$ cat src/rtl/mem_port_arbiter.sv
// mem_port_arbiter
// Shares one single-ported unified memory between instruction fetch and the
// memory stage. Data accesses win by default, but once MAX_D_STREAK data
// grants have been issued back-to-back while fetch was waiting, fetch gets
// the next slot. Requesters use a req/done handshake; the memory side is a
// req/ack port whose latency may be zero or more cycles.
//
// Timing: a request sampled in IDLE at edge t raises mem_req after t. The ack
// sampled at edge a (a >= t+1) produces the done pulse after a. The cycle
// after that is RESP, and the arbiter can grant again at edge a+2.
// Requests are ignored in RESP, so a requester may drop or replace its
// request while its done pulse is visible.

module mem_port_arbiter #(
    parameter int ADDR_W       = 32,
    parameter int DATA_W       = 32,
    parameter int MAX_D_STREAK = 4
) (
    input  logic              clock,
    input  logic              reset,
    input  logic              if_req,
    input  logic [ADDR_W-1:0] if_addr,
    output logic              if_done,
    output logic [DATA_W-1:0] if_rdata,
    input  logic              d_req,
    input  logic              d_we,
    input  logic [ADDR_W-1:0] d_addr,
    input  logic [DATA_W-1:0] d_wdata,
    input  logic [1:0]        d_size,
    output logic              d_done,
    output logic [DATA_W-1:0] d_rdata,
    output logic              mem_req,
    output logic              mem_we,
    output logic [ADDR_W-1:0] mem_addr,
    output logic [DATA_W-1:0] mem_wdata,
    output logic [1:0]        mem_size,
    input  logic              mem_ack,
    input  logic [DATA_W-1:0] mem_rdata,
    output logic              owner,
    output logic              busy
);

    localparam logic [1:0] ST_IDLE   = 2'd0;
    localparam logic [1:0] ST_BUSY_I = 2'd1;
    localparam logic [1:0] ST_BUSY_D = 2'd2;
    localparam logic [1:0] ST_RESP   = 2'd3;

    localparam int                  STREAK_W   = $clog2(MAX_D_STREAK + 1);
    localparam logic [STREAK_W-1:0] STREAK_MAX = STREAK_W'(MAX_D_STREAK);
    localparam logic [STREAK_W-1:0] STREAK_ONE = STREAK_W'(1);

    logic [1:0]          state_q,     state_d;
    logic [STREAK_W-1:0] streak_q,    streak_d;
    logic                mem_req_q,   mem_req_d;
    logic                mem_we_q,    mem_we_d;
    logic [ADDR_W-1:0]   mem_addr_q,  mem_addr_d;
    logic [DATA_W-1:0]   mem_wdata_q, mem_wdata_d;
    logic [1:0]          mem_size_q,  mem_size_d;
    logic                if_done_q,   if_done_d;
    logic [DATA_W-1:0]   if_rdata_q,  if_rdata_d;
    logic                d_done_q,    d_done_d;
    logic [DATA_W-1:0]   d_rdata_q,   d_rdata_d;
    logic                owner_q,     owner_d;
    logic                busy_q,      busy_d;

    // Data wins in IDLE unless fetch is waiting and the streak has run out.
    logic                grant_d_s;
    logic [STREAK_W-1:0] streak_inc_s;

    assign grant_d_s    = d_req && (!if_req || (streak_q != STREAK_MAX));
    assign streak_inc_s = (streak_q == STREAK_MAX) ? streak_q : (streak_q + STREAK_ONE);

    // Next-state, grant latching, completion capture and streak bookkeeping.
    always_comb begin
        state_d     = state_q;
        streak_d    = streak_q;
        mem_req_d   = mem_req_q;
        mem_we_d    = mem_we_q;
        mem_addr_d  = mem_addr_q;
        mem_wdata_d = mem_wdata_q;
        mem_size_d  = mem_size_q;
        if_done_d   = 1'b0;
        if_rdata_d  = if_rdata_q;
        d_done_d    = 1'b0;
        d_rdata_d   = d_rdata_q;
        owner_d     = owner_q;
        busy_d      = busy_q;

        case (state_q)
            ST_IDLE: begin
                if (grant_d_s) begin
                    state_d     = ST_BUSY_D;
                    mem_req_d   = 1'b1;
                    mem_we_d    = d_we;
                    mem_addr_d  = d_addr;
                    mem_wdata_d = d_wdata;
                    mem_size_d  = d_size;
                    owner_d     = 1'b1;
                    busy_d      = 1'b1;
                    // Only consecutive data grants that kept fetch waiting count.
                    streak_d    = if_req ? streak_inc_s : {STREAK_W{1'b0}};
                end else if (if_req) begin
                    state_d     = ST_BUSY_I;
                    mem_req_d   = 1'b1;
                    mem_we_d    = 1'b0;
                    mem_addr_d  = if_addr;
                    mem_wdata_d = {DATA_W{1'b0}};
                    mem_size_d  = 2'd2;
                    owner_d     = 1'b0;
                    busy_d      = 1'b1;
                    streak_d    = {STREAK_W{1'b0}};
                end else begin
                    state_d     = ST_IDLE;
                    busy_d      = 1'b0;
                end
            end
            ST_BUSY_I: begin
                if (mem_ack) begin
                    state_d    = ST_RESP;
                    mem_req_d  = 1'b0;
                    if_done_d  = 1'b1;
                    if_rdata_d = mem_rdata;
                end else begin
                    mem_req_d  = 1'b1;
                end
            end
            ST_BUSY_D: begin
                if (mem_ack) begin
                    state_d   = ST_RESP;
                    mem_req_d = 1'b0;
                    d_done_d  = 1'b1;
                    // A store completes without disturbing the last load result.
                    if (!mem_we_q) begin
                        d_rdata_d = mem_rdata;
                    end else begin
                        d_rdata_d = d_rdata_q;
                    end
                end else begin
                    mem_req_d = 1'b1;
                end
            end
            ST_RESP: begin
                state_d = ST_IDLE;
                busy_d  = 1'b0;
            end
            default: begin
                state_d   = ST_IDLE;
                mem_req_d = 1'b0;
                busy_d    = 1'b0;
            end
        endcase
    end

    // State and output registers; reset abandons any in-flight access.
    always_ff @(posedge clock) begin
        if (reset) begin
            state_q     <= ST_IDLE;
            streak_q    <= {STREAK_W{1'b0}};
            mem_req_q   <= 1'b0;
            mem_we_q    <= 1'b0;
            mem_addr_q  <= {ADDR_W{1'b0}};
            mem_wdata_q <= {DATA_W{1'b0}};
            mem_size_q  <= 2'd0;
            if_done_q   <= 1'b0;
            if_rdata_q  <= {DATA_W{1'b0}};
            d_done_q    <= 1'b0;
            d_rdata_q   <= {DATA_W{1'b0}};
            owner_q     <= 1'b0;
            busy_q      <= 1'b0;
        end else begin
            state_q     <= state_d;
            streak_q    <= streak_d;
            mem_req_q   <= mem_req_d;
            mem_we_q    <= mem_we_d;
            mem_addr_q  <= mem_addr_d;
            mem_wdata_q <= mem_wdata_d;
            mem_size_q  <= mem_size_d;
            if_done_q   <= if_done_d;
            if_rdata_q  <= if_rdata_d;
            d_done_q    <= d_done_d;
            d_rdata_q   <= d_rdata_d;
            owner_q     <= owner_d;
            busy_q      <= busy_d;
        end
    end

    assign if_done   = if_done_q;
    assign if_rdata  = if_rdata_q;
    assign d_done    = d_done_q;
    assign d_rdata   = d_rdata_q;
    assign mem_req   = mem_req_q;
    assign mem_we    = mem_we_q;
    assign mem_addr  = mem_addr_q;
    assign mem_wdata = mem_wdata_q;
    assign mem_size  = mem_size_q;
    assign owner     = owner_q;
    assign busy      = busy_q;

    mem_port_arbiter_checker #(
        .ADDR_W (ADDR_W),
        .DATA_W (DATA_W)
    ) u_checker (
        .clock     (clock),
        .reset     (reset),
        .if_done   (if_done_q),
        .d_done    (d_done_q),
        .mem_req   (mem_req_q),
        .mem_ack   (mem_ack),
        .mem_we    (mem_we_q),
        .mem_addr  (mem_addr_q),
        .mem_wdata (mem_wdata_q),
        .mem_size  (mem_size_q),
        .owner     (owner_q),
        .busy      (busy_q)
    );

endmodule

// Protocol properties of the arbiter outputs.
module mem_port_arbiter_checker #(
    parameter int ADDR_W = 32,
    parameter int DATA_W = 32
) (
    input logic              clock,
    input logic              reset,
    input logic              if_done,
    input logic              d_done,
    input logic              mem_req,
    input logic              mem_ack,
    input logic              mem_we,
    input logic [ADDR_W-1:0] mem_addr,
    input logic [DATA_W-1:0] mem_wdata,
    input logic [1:0]        mem_size,
    input logic              owner,
    input logic              busy
);

    a_done_exclusive: assert property (@(posedge clock) disable iff (reset)
        !(if_done && d_done))
        else $error("both done pulses asserted together");

    a_done_single_cycle: assert property (@(posedge clock) disable iff (reset)
        (if_done || d_done) |=> !(if_done || d_done))
        else $error("done pulse longer than one cycle");

    a_req_stable: assert property (@(posedge clock) disable iff (reset)
        (mem_req && !mem_ack) |=> (mem_req && $stable(mem_addr) && $stable(mem_we)
                                   && $stable(mem_wdata) && $stable(mem_size) && $stable(owner)))
        else $error("memory request changed before ack");

    a_req_drop: assert property (@(posedge clock) disable iff (reset)
        (mem_req && mem_ack) |=> !mem_req)
        else $error("memory request held after ack");

    a_req_busy: assert property (@(posedge clock) disable iff (reset)
        mem_req |-> busy)
        else $error("memory request while not busy");

endmodule

$ cat config.mk
export PLATFORM = sky130hd
export DESIGN_NAME = mem_port_arbiter
export DESIGN_NICKNAME = d
export VERILOG_FILES = /design/src/rtl/mem_port_arbiter.sv
export SDC_FILE = /design/constraint.sdc
export NUM_CORES = 1
export LEC_CHECK = 0
export CORE_ASPECT_RATIO = 1.1
export CORE_MARGIN = 3
export CORE_UTILIZATION = 35
export CTS_CLUSTER_SIZE = 16
export DETAILED_ROUTE_END_ITERATION = 8
export PLACE_DENSITY = 0.72
export RECOVER_POWER = 100
export SETUP_SLACK_MARGIN = 0.02
export SYNTH_ARGS = -nofsm -noshare
export SYNTH_HDL_FRONTEND = slang
export SYNTH_HIERARCHICAL = 1
export SYNTH_SLANG_ARGS = --single-unit
$ cat constraint.sdc
create_clock -name clock -period 2.7 [get_ports clock]
set_clock_uncertainty 0.2 [all_clocks]
set_input_delay 0.54 -clock clock [delete_from_list [all_inputs] [get_ports clock]]
set_output_delay 0.54 -clock clock [all_outputs]
set_load 0.01 [all_outputs]
## Word level (Yosys, flattened, before mapping)

Index checks and enable logic that the tools add are counted.

- Flip-flop bits (word level): 141
- Output and inout bits: 136

- Add/subtract/negate cells: 1
- Eq/ne operators: 8
- Mux-type cells: 25
- Bitwise gates (word level): 3
- Reduce and logical (&&, ||, !) cells: 15

Operator list:

| operator | number |
|---|---|
| 2-to-1 mux 32 bit | 4 |
| 2-to-1 mux 3 bit | 4 |
| 2-to-1 mux 1 bit | 10 |
| inequality test 3 bit (second input constant) | 3 |
| 2-to-1 mux 2 bit | 4 |
| case mux 2 bit (3 select lines) | 1 |
| AND reduction 2 bit | 3 |
| AND reduction 3 bit | 2 |
| nonzero test 2 bit | 3 |
| OR reduction 2 bit | 3 |
| == test 2 bit (second input constant) | 2 |
| case mux 1 bit (2 select lines) | 2 |
| adder 3 x 1 -> 3 bit (second input constant) | 1 |
| == test 3 bit (second input constant) | 1 |
| inverter 1 bit | 3 |
| == test 2 x 1 -> 1 bit (second input constant) | 1 |
| logical NOT 2 bit | 1 |
| inequality test 2 x 1 -> 1 bit (second input constant) | 1 |
| logical AND 1 bit | 1 |
| logical NOT 1 bit | 1 |
| logical OR 1 bit | 1 |

## Depth between registers and ports, before layout

Gate-level depths: netlist of run 1.

- Word-level depth: 5
- Depth in mapped cells: 7
- Mapped depth without buffers: 5

## Worst setup path before layout of run 1

No wires, ideal clock.

- Path type: input port to flip-flop
- Start: input port if_req
- End: register streak_q[0]
- Arrival: 1.693 ns
- Required time: 2.442 ns
- Path slack: 0.749 ns
- Stages on the path: 6
- Path buffers: 3
- Cells stage by stage: buf_6 and3_4 buf_6 nor4b_4 buf_6 a31o_1

- Word-level cells in the longest chain between the ends: 5
- Elaborated cells between the ends (all ways): 8
- Classes of those cells: 1 x eq/ne; 2 x mux; 5 x reduce/logical

Ends and longest elaborated chain:

| item | RTL line | source |
|---|---|---|
| from (decl) | 21 | `input logic if_req,` |
| logical NOT 1 bit | 70 | `assign grant_d_s = d_req && (!if_req \|\| (streak_q != STREAK_MAX));` |
| logical OR 1 bit | 70 |  |
| logical AND 1 bit | 70 |  |
| inequality test 3 bit (no source line) or nonzero test 2 bit (tied branches) | -- |  |
| AND reduction 3 bit (no source line) | -- |  |
| to (signal assigned) | 158 | `streak_q <= {STREAK_W{1'b0}};` |
| to (signal assigned) | 172 | `streak_q <= streak_d;` |
| to (decl) | 53 | `logic [STREAK_W-1:0] streak_q, streak_d;` |

Parallel ways exist; a longest one is shown, timed or not.
A chain may end at the register's enable or synchronous reset.

## Final worst setup path of run 1

- Start: input port if_req
- End: register mem_wdata_q[1], in the netlist mem_wdata[1]

- Word-level cells in the longest chain between the ends: 5
- Elaborated cells between the ends (all ways): 6
- Classes of those cells: 1 x mux; 5 x reduce/logical

Ends and longest elaborated chain:

| item | RTL line | source |
|---|---|---|
| logical NOT 1 bit | 70 |  |
| logical OR 1 bit | 70 |  |
| logical AND 1 bit | 70 |  |
| nonzero test 2 bit (no source line) | -- |  |
| AND reduction 2 bit (no source line) | -- |  |
| to (signal assigned) | 162 | `mem_wdata_q <= {DATA_W{1'b0}};` |
| to (signal assigned) | 176 | `mem_wdata_q <= mem_wdata_d;` |
| to (decl) | 57 | `logic [DATA_W-1:0] mem_wdata_q, mem_wdata_d;` |

Parallel ways exist; a longest one is shown, timed or not.

==> metrics, run 1 <==
share of layout cells above drive strength 1 ~5.2%; Critical Path RT ~2900 ps; grt ovf 0; count of flip-flops with a built-in enable after synthesis 0; final wirelength approximately 17000 um; IO buf count 271; routability cong. about 0.74; clk root buf clkbuf_16; Total Die Area roughly 17000 um^2; DR pass1 iterations 4; Slew HR approximately 6.2%; Synth Warn # 6; RSZ-0062 raised after global routing false; Synth top cells by count dfxtp_1, nand2_1, a21oi_1; Worst-Margin Slew between 1000 and 1500 ps; vias in the first global route a little over 5000; status complete, no violations; core area between 10000 and 15000 um^2; DRC Markers 0; # H-tree levels 4; Synth Flop Type dfxtp_1; Pwr Density ~850 nW/um^2; post-synthesis net count between 700 and 800; CTS tree done; routed vias/inst between 5 and 6; WL/cell between 15 and 20 um; Crit Reg-Reg Endpoint mem_addr[0]; Final Cycle Share between 80 and 90%; Area Growth Syn to Fin 65.8%; startpoint types primary input; Skew-Pair Late Insertion Delay 410 ps; io pins approximately 270; pre-CTS setup slack 331 ps; Seq cells post-synth 141; # Post-CTS Setup Buffers 0; Worst-path clk slew about 60 ps; crit path time final around 2200 ps; count leader, synth dfxtp_1; Routed Antenna Nets 0; Cell Area, Synth ~5300 um^2; Crit. End Element flop; type of the tightest min-delay check flop to flop; chip width approximately 120 um; Synth top area share ~54%; Leakage Power around 0.0035 uW; Crit Path Class primary input to flop; Initial Utilization between 30% and 40%; DIE HEIGHT 135 um; VDD IR max roughly 0.00046 V; min-delay src if_rdata[19]; DR vias between 5000 and 6000; total track usage 19.8%; highest clock rate approximately 450 MHz; DP Wirelength about 12000 um; final hold vios 0; CTS sink count 141; CP arrival around 2400 ps; CP max FO 36; Worst Hold Endpoint if_rdata[19]; Setup violations, final 0; 1st-iter DRT viols around 330; Synth Instances ~610; CTS resizes 0; final worst setup slack 475 ps; sequential area share after synthesis 53.6%; Worst R2R Setup Slack 680 ps; count of max-cap constraint violations 0; Netlist cell types 32; Longest Clk Path Bufs 2; RR Startpoint state_q[0]; antenna violations before repair 1; site row count between 40 and 50; fin. max-slew vios 0; first-pass GRT wire length roughly 26000 um; CTS Hold Buffers Added 0; largest area contributor in the netlist dfxtp_1; Fin Setup TNS 0 ps; Post-synth ARST share 0%; Inserted Clock Buffers 17; largest cells by area after synthesis dfxtp_1, nand2_1, a21oi_1, a22o_1, a311oi_1; Final Net Count ~1000; Syn Area/Cell 8.70 um^2; path depth of the worst reg2reg path 6; largest net degree at the start of global routing 71; Hold Path Stages 2
cell families after synthesis:
family	count (synthesis)	synth area share, %
flip-flops	141	53.6
AND/OR/NAND/NOR	222	17.8
buffers and inverters	59	4.94
AO/OA/AOI/OAI	176	22.0
adder cells (fa/ha/maj)	7	1.66
cell type report:
cell class	count	area, um^2
repair buffers	285	2900
clock inverters	12	139
inverters	5	18.8
multi-input cells	405	2160
flip-flops and latches	141	2820
clock buffers	20	447
diodes	1	2.50
fillers	1323	5830
well taps	192	240
power by group:
part / switching [uW] / internal [uW]
sequential: 212 / 2520
clock: 903 / 1390
combinational: 1230 / 1190
state kept, by name (all words and copies together) (netlist names):
register,flops
mem_size,2
mem_we,1
mem_wdata,32
state_q,2
mem_addr,32
busy,1
owner,1
d_rdata,32
if_done,1
streak_q,3
mem_req,1
d_done,1
if_rdata,32
per-stage QoR:
stage               instances  instance area, um^2  hold slack [ps]  util (%)  power (uW)
floorplan                 605                 5270              267         -        4010
global placement         1028                 8170              241      56.1        5360
detailed placement       1028                 8170              246      56.1        5390
CTS                      1060                 8760              150      60.1        7710
global route             1061                 8730              265      60.0        7880
finish                   1061                 8730              248      60.0        7440
worst max path at each step:
stage	end	cells past startpoint	start	slack, ps
floorplan	streak_q[0]	6	if_req	750
global placement	streak_q[1]	5	if_req	380
detailed placement	mem_addr[0]	5	d_req	330
CTS	mem_we	1	mem_we	540
global route	mem_wdata[10]	5	if_req	380
finish	mem_wdata[1]	5	if_req	470
cell usage in the layout (no fill, tap or decap), types with 2 or more instances in the layout:
cell / count
clkbuf_16: 17
clkbuf_1: 3
o211ai_1: 2
ha_1: 7
nor2_1: 39
bufinv_16: 2
nor4b_1: 2
a22o_1: 34
buf_12: 7
nor3_1: 3
clkdlybuf4s50_1: 132
a21oi_1: 67
o21ai_0: 34
dlygate4sd3_1: 138
clkinvlp_4: 7
nand2_1: 135
inv_6: 2
and3b_1: 2
buf_4: 6
a311oi_1: 33
inv_1: 5
dfxtp_1: 141
nand3_1: 33
routing by layer:
metal	GRT usage [%]	up-vias	routed length (um)
met4	8.15	0	433
met5	0	-	0
met2	32.5	222	7960
met1	22.4	2439	6520
met3	8.88	33	1760
li1	-	2618	-
critical path: stages:
cell and delay, ps:
dlygate4sd3_1 660, and3_1 270, nor4b_1 460, buf_12 270, a22o_1 170
No activity file was read; power rests on OpenSTA's default activity.
==> inputs of run 2 (changes only) <==
==> constraint.sdc (replaced) <==
create_clock -name clock -period 2.2 [get_ports clock]
set_clock_uncertainty 0.2 [all_clocks]
set_input_delay 0.44 -clock clock [delete_from_list [all_inputs] [get_ports clock]]
set_output_delay 0.44 -clock clock [all_outputs]
set_load 0.01 [all_outputs]
==> run 2 against run 1 <==
Worst hold slack got worse by 140 ps; sequential share of layout area unchanged; setup slack worse by 320 ps; sequential power rose by 23%; combinational power increased by 25%; via count down 0.17%; core utilization did not move; highest routed layer unchanged.
==> metrics, run 2 (synthesized netlist as in run 1, its figures left out) <==
Worst-Margin Slew 623 ps; antenna violations before repair 0; CP max FO 4; Initial Utilization 36.2%; DR pass1 iterations 4; vias in the first global route approximately 5200; # Post-CTS Setup Buffers 0; routed vias/inst roughly 5; Slew HR a little under 60%; type of the tightest min-delay check primary input to flop; CTS sink count between 100 and 150; DR vias between 5000 and 6000; cells along the critical path clkdlybuf4s50_1; status complete, no violations; VDD IR max between 0.0006 and 0.0007 V; total power approximately 9100 uW; CP max-delay cell clkdlybuf4s50_1; Total Die Area about 17000 um^2; chip width roughly 120 um; WL/cell around 16 um; M1 WL between 6000 and 7000 um; Critical Path RT around 1600 ps; clk root buf clkbuf_16; Fin Setup TNS 0 ps; Skew-Pair Late Insertion Delay between 400 and 500 ps; DIE HEIGHT around 130 um; Area Growth Syn to Fin 65.8%; site row count 46; Routed Antenna Nets 0; io pins around 270; met2 WL post-DR ~8000 um; core area roughly 15000 um^2; Setup violations, final 0; routed wl met3 roughly 1700 um; # H-tree levels 4; DP Wirelength 11800 um; Worst path max stage delay 580 ps; Worst-path clk slew 60 ps; commonest non-fill, non-tap cell in the layout dfxtp_1; crit path time final just over 2000 ps; sw frac a little under a third; CTS tree done; Leakage Power 0.00354 uW; routability cong. a little under 0.8; Clk network pwr share between 20 and 30%; final wirelength 16800 um; Worst Path Buf+Inv 1; Combinational Power Share between 30 and 40%; DRC Markers 0; Final Net Count approximately 1000; startpoint types flop; first-pass GRT wire length between 20000 and 30000 um; Longest Clk Path Bufs 2; fin. max-slew vios 0; Crit. End Element output pin; Int Power just over 6000 uW; largest net degree at the start of global routing roughly 100; WHS between 100 and 150 ps; most frequent cells in the layout dfxtp_1, dlygate4sd3_1, nand2_1; highest clock rate 490 MHz; count of max-cap constraint violations 0; RSZ-0062 raised after global routing false; total track usage around a fifth; Pwr Density between 1000 and 1500 nW/um^2; share of layout cells above drive strength 1 under 10%; final hold vios 0; Inserted Clock Buffers 17; CTS Hold Buffers Added 0; CTS resizes 0; grt ovf 0; Crit Path Class flop to output pin; CP arrival between 1000 and 1500 ps; IO buf count between 200 and 300; Final Cycle Share 92.9%; NetSw 2890 uW; 1st-iter DRT viols about 290; delay-heaviest family, CP buffers and inverters; sequential group share of total power a little under two fifths; top layer in use met4
-- run 2: area by class of cell --
cell class / instances / area, um^2
fillers: 1331 / 5830
repair buffers: 293 / 2900
flip-flops and latches: 141 / 2820
multi-input cells: 405 / 2190
clock buffers: 19 / 443
well taps: 192 / 240
clock inverters: 13 / 118
inverters: 5 / 18.8
diodes: 1 / 2.50
-- run 2: power groups by stage --
stage	Clock (uW)	Combinational, uW	Sequential, uW
6_report	2690	3020	3350
2_1_floorplan	0	1290	3640
3_5_place_dp	0	3280	3420
4_1_cts	2760	3290	3380
5_1_grt	2870	3300	3420
3_3_place_gp	0	3270	3400
-- run 2: metrics by stage --
| step | setup slack (ps) | instance area (um^2) | cells | util [%] |
|---|---|---|---|---|
| 2_1_floorplan | 322 | 5270 | 605 | - |
| 3_3_place_gp | 70.5 | 8240 | 1036 | 56.6 |
| 3_5_place_dp | 37.2 | 8240 | 1036 | 56.6 |
| 4_1_cts | 135 | 8800 | 1068 | 60.5 |
| 5_1_grt | 54.5 | 8730 | 1068 | 59.9 |
| 6_report | 157 | 8730 | 1069 | 60.0 |
-- run 2: per-layer routing --
metal / vias up / GRT usage, %
met3: 28 / 7.75
li1: 2641 / -
met5: - / 0
met4: 0 / 7.78
met2: 209 / 33.2
met1: 2425 / 23.3
-- run 2: worst paths after layout --
path	startpoint	end	slack [ps]	cells after the start
setup reg to reg	state_q[0]	streak_q[1]	190	6
setup / recovery	mem_we	mem_we	160	1
hold reg to reg	d_rdata[4]	d_rdata[4]	250	2
hold / removal	reset	busy	110	2
==> inputs of run 3 (changes only) <==
--- a/config.mk
+++ b/config.mk
@@ -8,6 +8,7 @@
 export CORE_ASPECT_RATIO = 1.1
 export CORE_MARGIN = 3
 export CORE_UTILIZATION = 35
+export CTS_BUF_LIST = sky130_fd_sc_hd__clkbuf_4 sky130_fd_sc_hd__clkbuf_8 sky130_fd_sc_hd__clkbuf_16
 export CTS_CLUSTER_SIZE = 16
 export DETAILED_ROUTE_END_ITERATION = 8
 export PLACE_DENSITY = 0.72
==> run 3 against run 2 <==
Routed wire length hardly changed; maximum frequency hardly changed; critical path depth stayed put; combinational power hardly changed; largest cell class unchanged.
==> metrics, run 3 (synthesized netlist as in run 1, its figures left out) <==
status complete, no violations; DR vias 5308; RR Startpoint state_q[0]; final worst setup slack about 160 ps; FILL cells between 1000 and 1500; CTS Hold Buffers Added 0; Crit. End Element output pin; final wirelength around 17000 um; chip width approximately 120 um; Longest Clk Path Bufs 2; WL/cell around 16 um; Worst-path clk slew 60 ps; min-delay src reset; Hold Path Stages 2; # Post-CTS Setup Buffers 0; first-pass GRT wire length approximately 26000 um; Worst Path Buf+Inv 1; Worst path max stage delay a little under 600 ps; core area around 15000 um^2; share of layout cells above drive strength 1 between 6 and 7%; startpoint types flop; Worst R2R Setup Slack about 190 ps; routability cong. ~0.79; total track usage 20.1%; Initial Utilization 36.2%; grt ovf 0; CTS tree done; routed vias/inst between 4 and 5; Pwr Density 1040 nW/um^2; Critical path origin mem_we; CTS resizes 0; Worst-Margin Slew just over 600 ps; count of max-cap constraint violations 0; Crit Path Class flop to output pin; fin. max-slew vios 0; Leakage Power approximately 0.0035 uW; RSZ-0062 raised after global routing false; Inserted Clock Buffers 17; CP max FO 4; # H-tree levels 4; Skew-Pair Late Insertion Delay 410 ps; delay-heaviest family, CP buffers and inverters; VDD IR max about 0.00061 V; DR pass1 iterations 4; Total Die Area roughly 17000 um^2; path depth of the worst reg2reg path 6; final core utilization between 50% and 60%; CTS sink count about 140; Setup violations, final 0; CP arrival 1400 ps; total power 9070 uW; Slew HR between 50 and 60%; DP Wirelength around 12000 um; final hold vios 0; crit path time final approximately 2000 ps; DRC Markers 0; highest clock rate just under 500 MHz; largest net degree at the start of global routing around 100; Worst Hold Endpoint busy; cells along the critical path clkdlybuf4s50_1; clk root buf clkbuf_16; Area Growth Syn to Fin 65.9%; IO buf count ~270; antenna violations before repair 0; vias in the first global route ~5200; site row count 46; Routed Antenna Nets 0; Critical Path RT 1560 ps; io pins 272; DIE HEIGHT about 130 um; 1st-iter DRT viols about 290; CP max-delay cell clkdlybuf4s50_1; Final Net Count slightly above 1000; type of the tightest min-delay check primary input to flop; Fin Setup TNS 0 ps; pre-CTS setup slack 37.2 ps; commonest non-fill, non-tap cell in the layout dfxtp_1; Crit Reg-Reg Endpoint streak_q[1]; Final Cycle Share between 90% and 100%; most frequent cells in the layout dfxtp_1, dlygate4sd3_1, nand2_1
run 3: routing by layer:
metal	up-vias	routed length (um)	track usage [%]
met1	2432	6750	23.3
met5	-	0	0
met2	207	8000	33.2
met3	28	1670	7.75
met4	0	376	7.78
li1	2641	-	-
run 3: worst max-delay path by stage:
stage / depth (start not counted) / to / slack, ps
2_1_floorplan: 7 / streak_q[0] / 320
3_3_place_gp: 5 / streak_q[1] / 70
3_5_place_dp: 5 / streak_q[1] / 40
4_1_cts: 1 / mem_we / 140
5_1_grt: 6 / streak_q[1] / 50
6_report: 1 / mem_we / 160
run 3: through the flow:
| stage | instance area (um^2) | std cells | hold WS [ps] |
|---|---|---|---|
| floorplan | 5270 | 605 | 267 |
| global placement | 8240 | 1036 | 241 |
| detailed placement | 8240 | 1036 | 246 |
| CTS | 8810 | 1068 | 89.9 |
| global route | 8730 | 1068 | 105 |
| finish | 8730 | 1069 | 110 |
run 3: area by class of cell:
class	count	area [um^2]	share of cell area [%]
flip-flops and latches	141	2820	32.3
multi-input cells	405	2190	25.0
repair buffers	293	2900	33.2
diodes	1	2.50	0.0286
clock inverters	13	118	1.35
clock buffers	19	447	5.11
inverters	5	18.8	0.215
well taps	192	240	2.75
run 3: power by group:
group | internal (uW) | switching, uW | total (uW)
logic | 1480 | 1530 | 3020
registers | 3090 | 259 | 3350
clock network | 1600 | 1100 | 2700
total | 6170 | 2890 | 9070
